===== config.mk =====
export PLATFORM = sky130hd
export DESIGN_NAME = wb_port_arbiter
export DESIGN_NICKNAME = d
export VERILOG_FILES = /design/src/rtl/wb_port_arbiter.sv
export SDC_FILE = /design/constraint.sdc
export NUM_CORES = 1
export LEC_CHECK = 0
export ABC_AREA = 0
export CAP_MARGIN = 20
export CORE_ASPECT_RATIO = 1.2
export CORE_MARGIN = 3
export CORE_UTILIZATION = 46
export DETAILED_ROUTE_END_ITERATION = 6
export PLACE_DENSITY = 0.8
export SLEW_MARGIN = 20
export SYNTH_ARGS = -nofsm -noshare
export SYNTH_HDL_FRONTEND = slang
export SYNTH_SLANG_ARGS = --single-unit

===== constraint.sdc =====
create_clock -name clk -period 3.42 [get_ports clk]
set_input_delay 0.342 -clock clk [delete_from_list [all_inputs] [get_ports clk]]
set_output_delay 0.342 -clock clk [all_outputs]
set_load 0.05 [all_outputs]

===== src/rtl/wb_port_arbiter.sv =====
// wb_port_arbiter: shares the register-file write port between pipeline writeback and queued LLU results,
// forcing a one-cycle MEM/WB stall when a queued LLU result has been blocked for STARVE_LIMIT cycles.
module wb_port_arbiter #(
    parameter int XLEN         = 32,
    parameter int DEPTH        = 2,
    parameter int STARVE_LIMIT = 4
) (
    input  logic                     clk,
    input  logic                     rst,
    input  logic                     pipe_we_i,
    input  logic [4:0]               pipe_rd_i,
    input  logic [XLEN-1:0]          pipe_data_i,
    input  logic                     llu_valid_i,
    output logic                     llu_ready_o,
    input  logic [4:0]               llu_rd_i,
    input  logic [XLEN-1:0]          llu_data_i,
    output logic                     stall_o,
    output logic                     rf_we_o,
    output logic [4:0]               rf_waddr_o,
    output logic [XLEN-1:0]          rf_wdata_o,
    output logic                     llu_pending_o,
    output logic [$clog2(DEPTH):0]   count_o
);
    localparam int AW = $clog2(DEPTH);
    localparam int CW = AW + 1;
    localparam int SW = $clog2(STARVE_LIMIT + 1);
    localparam logic [CW-1:0] FULL  = CW'(DEPTH);
    localparam logic [SW-1:0] LIMIT = SW'(STARVE_LIMIT);

    logic [4:0]      q_rd   [DEPTH];
    logic [XLEN-1:0] q_data [DEPTH];
    logic [AW-1:0]   wr_ptr, rd_ptr;
    logic [CW-1:0]   count;
    logic [SW-1:0]   starve_cnt;
    logic            empty, pipe_req, forced, pop, push;

    always_comb begin
        empty    = count == '0;
        pipe_req = pipe_we_i && pipe_rd_i != 5'd0;
        forced   = pipe_req && !empty && starve_cnt == LIMIT;
        pop      = !empty && (forced || !pipe_req);
        push     = llu_valid_i && llu_ready_o;
    end

    // A full FIFO refuses a push even when it pops that cycle, keeping ready off the pop path.
    assign llu_ready_o   = count != FULL;
    assign llu_pending_o = !empty;
    assign count_o       = count;
    assign stall_o       = forced;
    assign rf_we_o       = pop ? q_rd[rd_ptr] != 5'd0 : pipe_req;
    assign rf_waddr_o    = pop ? q_rd[rd_ptr] : pipe_rd_i;
    assign rf_wdata_o    = pop ? q_data[rd_ptr] : pipe_data_i;

    always_ff @(posedge clk or negedge rst) begin
        if (!rst) begin
            wr_ptr     <= '0;
            rd_ptr     <= '0;
            count      <= '0;
            starve_cnt <= '0;
        end else begin
            if (push) wr_ptr <= wr_ptr + AW'(1);
            if (pop) rd_ptr <= rd_ptr + AW'(1);
            if (push != pop) count <= push ? count + CW'(1) : count - CW'(1);
            starve_cnt <= (empty || pop) ? '0 : (starve_cnt == LIMIT ? LIMIT : starve_cnt + SW'(1));
        end
    end

    always_ff @(posedge clk) begin
        if (push) begin
            q_rd[wr_ptr]   <= llu_rd_i;
            q_data[wr_ptr] <= llu_data_i;
        end
    end
endmodule


* Word level (Yosys, flattened, before mapping)
Memories as Yosys holds them, arrays and structs flattened.
Index checks and enable logic that the tools add are counted.
** Word-level totals
- Input bits :: 78
- Bits in registers :: 7
- RAM bits :: 74
- Memories :: 2
** Memory list
- q_data :: words 2, bits a word 32, read ports 1, clocked after Yosys merged registers in 0, wr ports 1, RTL line 31 : logic [XLEN-1:0] q_data [DEPTH];
- q_rd :: words 2, bits a word 5, read ports 1, clocked after Yosys merged registers in 0, wr ports 1, RTL line 30 : logic [4:0] q_rd [DEPTH];
** Cells by class
- Muxes and demuxes :: 8
- Add/subtract/negate cells :: 5
- Reduce and logical (&&, ||, !) cells :: 12
- Equal/unequal tests :: 3
** Operators with widths (count)
- $mux 32 :: 1
- $reduce_bool 5->1 :: 2
- $mux 3 :: 2
- $logic_and 1x1->1 :: 5
- $mux 5 :: 1
- $add 3x1->3 const B :: 1
- $eq 3x3->1 const B :: 1
- $mux 1 :: 3
- $add 1x1->1 const B :: 2
- $add 2x1->2 const B :: 1
- $logic_not 1->1 :: 2
- $logic_not 2->1 :: 1
- $logic_or 1x1->1 :: 2
- $mux 2 :: 1
- $ne 2x2->1 const B :: 1
- $sub 2x1->2 const B :: 1
- $ne 1x1->1 :: 1

* Depth between registers and ports, before layout
- Depth in word-level cells :: 8
- Mapped depth :: 8
- Gate-level depth less buffers :: 6

* Least setup slack after synthesis
No wires, ideal clock.
- Path kind :: register to register
- Start point :: register count[0] (netlist: count_o[0])
- End point :: memory q_data[0][0] (enable)
- Path buffers :: 0
- Setup time :: 0.431 ns
- Period minus slack after synthesis :: 3.413 ns
- Path slack :: 0.007 ns
- Arrival :: 2.982 ns
- Cell stages (with the launch flop) :: 4
- Path through :: dfrtp_1 nand2b_1 nand2_1 nor2_1
** On the way
- Longest elaborated chain between the ends :: 4
** RTL lines
- start: declaration :: RTL line 33 : logic [CW-1:0] count;
- start signal: assignment :: RTL line 63 : if (push != pop) count <= push ? count + CW'(1) : count - CW'(1);
- $ne 2x2->1 :: RTL line 46 : assign llu_ready_o = count != FULL;
- named net llu_ready_o :: RTL line 14 : output logic llu_ready_o,
- $logic_and 1x1->1 :: RTL line 42 : push = llu_valid_i && llu_ready_o;
- $mux 1 :: RTL line 69 : if (push) begin
- $mux 1 (not written as such) :: RTL line 71 : q_data[wr_ptr] <= llu_data_i;
- end: declaration :: RTL line 31
The timed path passes the listed nets, and every way through them passes these cells.

* Final worst setup path
- Start point :: input port pipe_rd_i[2]
- End point :: output port rf_wdata_o[30]
** On the way
- Longest elaborated chain between the ends :: 7
- Elaborated cells between the ends (all ways) :: 8
- Those cells by class :: mux (1); reduce/logical (7)
** RTL lines
- start: declaration :: RTL line 11 : input logic [4:0] pipe_rd_i,
- $reduce_bool 5->1 (*) :: RTL line 39 : pipe_req = pipe_we_i && pipe_rd_i != 5'd0;
- $logic_and 1x1->1 (*) :: RTL line 39
- $logic_and 1x1->1 (2 in a row) :: RTL line 40 : forced = pipe_req && !empty && starve_cnt == LIMIT;
- $logic_or 1x1->1 (*) :: RTL line 41 : pop = !empty && (forced || !pipe_req);
- $logic_and 1x1->1 (*) :: RTL line 41
- $mux 32 (*) :: RTL line 52 : assign rf_wdata_o = pop ? q_data[rd_ptr] : pipe_data_i;
- end: declaration :: RTL line 20 : output logic [XLEN-1:0] rf_wdata_o,
Mark *: on every way between the ends. The rest lies on a longest branch, timed or not.

==> flow_summary.yaml <==
route:
  drc: 0
  firstDrtPassIters: 4
  drtIter0Drc: 72
  viasPerCell: 5.18
  wirelength_mm: 6.99
  ant_nets: 0
  wl_per_cell_um: 16.4
  vias: 2205
layout:
  fin_cells: 426
  final_util: 0.685
  final_cell_area_sq_um: 5100
  final.fill_count: 542
  syn2layout_area_growth_pct: 40.5
  layout-drive-gt1-share: 0.295
  nNetsFinal: 411
  antennaDiodeCount: 0
synth:
  synth_common_cells: "edfxtp_1, mux2_2, mux2_1"
  synth_area_sq_um: 3630
  netlist.area_leader.share: 0.613
  syn_nets: 285
  synth_cell_types: 34
  yosysMostFrequentCell: "edfxtp_1"
  ys_warn_count: 0
  synth-edff-count: 74
  syn_avg_cell_area_sq_um: 17.7
  synthCells: 205
  synth_seq_cells: 81
  synth_ff_type: "edfxtp_1"
  synth_area_leaders: "edfxtp_1, mux2_2, mux2_4, mux2_1, dfrtp_1"
  yosysTopAreaCell: "edfxtp_1"
  synth-async-reset-ratio: 0.0864
  synth_seq_area_share: 0.661
global_route:
  grt_start_max_net_pins: 41
  grt_pass1_vias: 2349
  grt_pass1_wl_mm: 10.8
  grt-ovfl-total: 0
  antenna_found_initial: 0
  grt.total_usage: 0.158
status:
  status: "complete, no violations"
pwr:
  p_switching_mw: 1.33
  pwr-share-seq: 0.394
  power_mw: 3.71
  internal_power_mw: 2.38
  power.leakage_nw: 1.87
  switching_share: 0.358
  p_clk_frac: 0.212
  peakVddDrop_mv: 0.409
  power_frac_comb: 0.394
  powerDensity_nw_per_um2: 728
placed_design:
  io_buffers: 120
  place_ws_ns: 0.274
  dp_cells: 410
  place_area_sq_um: 4870
  hpwlAfterDp_mm: 4.98
  gp_congestion: 0.732
setup_path:
  start_kind: "input port"
  worstPathArrival_ns: 2.78
  critical_path_required_ns: 3.08
  crit_fanout: 18
  end_kind: "primary output"
  worstSetupPathType: "input port to primary output"
floorplanning:
  die_w_um: 87.1
  dieArea_sq_um: 8990
  coreArea_sq_um: 7440
  start_util: 0.487
  row_count: 34
  die_y_um: 103
  io_pins: 121
timing:
  worst_pin_slew_ns: 0.915
  hold_violations: 0
  drv_slew: 0
  period_share: 0.912
  setup_slack_ns: 0.302
  setup_tns_ns: 0
  min_period_ns: 3.12
  finalSetupViolations: 0
  worst_clock_skew_ns: 0.0113
  rsz0062_at_grt: "false"
  max_freq_mhz: 321
  maxSlewHeadroom: 0.390
  whs_ns: 0.253
cts:
  ctsLongestPathBuffers: 2
  numCtsBuffers: 9
  clk_latency_ns: 0.34
  cts_hold_buf: 0
  cts_resized: 0
  clock-sinks: 81
  cts_root_buf: "clkbuf_8"
  post_cts_buffers: 0
  htreeDepth: 3
  clk_pin_slew_ns: 0.08
  cts_tree: "built"
flow_run:
  cap_violations: 0
worst_hold_path:
  min_path_type: "input port to asynchronous set/reset pin"
==> worst max-delay path, cell delays in order <==
cell and delay, ns:
clkdlybuf4s50_1 0.44, nor3_2 0.33, a21oi_4 0.13, nor2_4 0.42
mux2_1 0.39, clkdlybuf4s50_1 0.72
==> sequential cells by signal (all words and copies together) (netlist names) <==
signal,cells
rd_ptr,1
starve_cnt,3
count_o,2
q_data,64
wr_ptr,1
q_rd,10
==> path summary, 6_finish.rpt <==
kind	startpoint	endpoint	slack, ns	depth (start not counted)
worst min-delay path	rst	count_o[0]	0.25	1
max in group asynchronous	rst	rd_ptr	2.92	1
worst max register to register	count_o[0]	q_rd[1][2]	1.53	2
worst max-delay path	pipe_rd_i[2]	rf_wdata_o[30]	0.30	6
min in group clk	starve_cnt[0]	starve_cnt[0]	0.50	1
worst min register to register	starve_cnt[0]	starve_cnt[0]	0.50	1
==> layer usage <==
metal | share of wire | global-route usage | vias to the layer above
met1 | 0.39 | 0.175 | 1071
met5 | 0 | 0 | -
met4 | 0.011 | 0.0624 | 0
met2 | 0.53 | 0.285 | 81
met3 | 0.068 | 0.0452 | 7
li1 | - | - | 1046
==> cells in the final DEF (no fill, tap or decap), drive strengths merged <==
master / synthesis / layout
a32o: 1 / 1
o31ai: 1 / 1
nor3: 2 / 2
a21oi: 3 / 3
o211ai: 1 / 1
nand3b: 2 / 2
ha: 2 / 2
edfxtp: 74 / 74
nor3b: 1 / 1
xnor2: 1 / 1
clkbuf: 1 / 9
mux2: 74 / 74
nand2: 6 / 6
nor2b: 1 / 1
dfrtp: 7 / 7
bufinv: 0 / 2
and3: 1 / 1
buf: 7 / 25
a21bo: 1 / 1
nand3: 1 / 1
inv: 5 / 10
nor2: 7 / 7
clkdlybuf4s50: 0 / 98
nor4: 1 / 1
xor2: 1 / 1
or4: 1 / 1
o21ai: 1 / 1
nand2b: 1 / 1
a221o: 1 / 1
==> power groups by stage <==
stage,combinational [mW],sequential [mW],clock (mW)
finish,1.46,1.46,0.786
global placement,1.46,1.47,0
global route,1.54,1.49,0.854
floorplan,1.12,1.40,0
CTS,1.48,1.46,0.810
detailed placement,1.47,1.49,0
==> logic make-up (layout without fill, tap and decap cells) <==
kind of cell | after synthesis | count (layout) | share of synthesized area
compound gates | 9 | 9 | 0.0211
xor+xnor | 2 | 2 | 0.00483
fa+ha+maj | 2 | 2 | 0.00690
buf+inv | 13 | 144 | 0.0207
flops | 81 | 81 | 0.661
mux | 74 | 74 | 0.251
simple gates | 24 | 24 | 0.0349
==> cell type report <==
| class | count | area [sq um] | share of cell area |
|---|---|---|---|
| flip-flops and latches | 81 | 2400 | 0.471 |
| well taps | 90 | 113 | 0.0221 |
| inverters | 5 | 18.8 | 0.00368 |
| clock buffers | 9 | 124 | 0.0243 |
| clock inverters | 7 | 106 | 0.0209 |
| multi-input cells | 111 | 1170 | 0.229 |
| repair buffers | 123 | 1170 | 0.229 |
No activity file was read; power rests on OpenSTA's default activity.
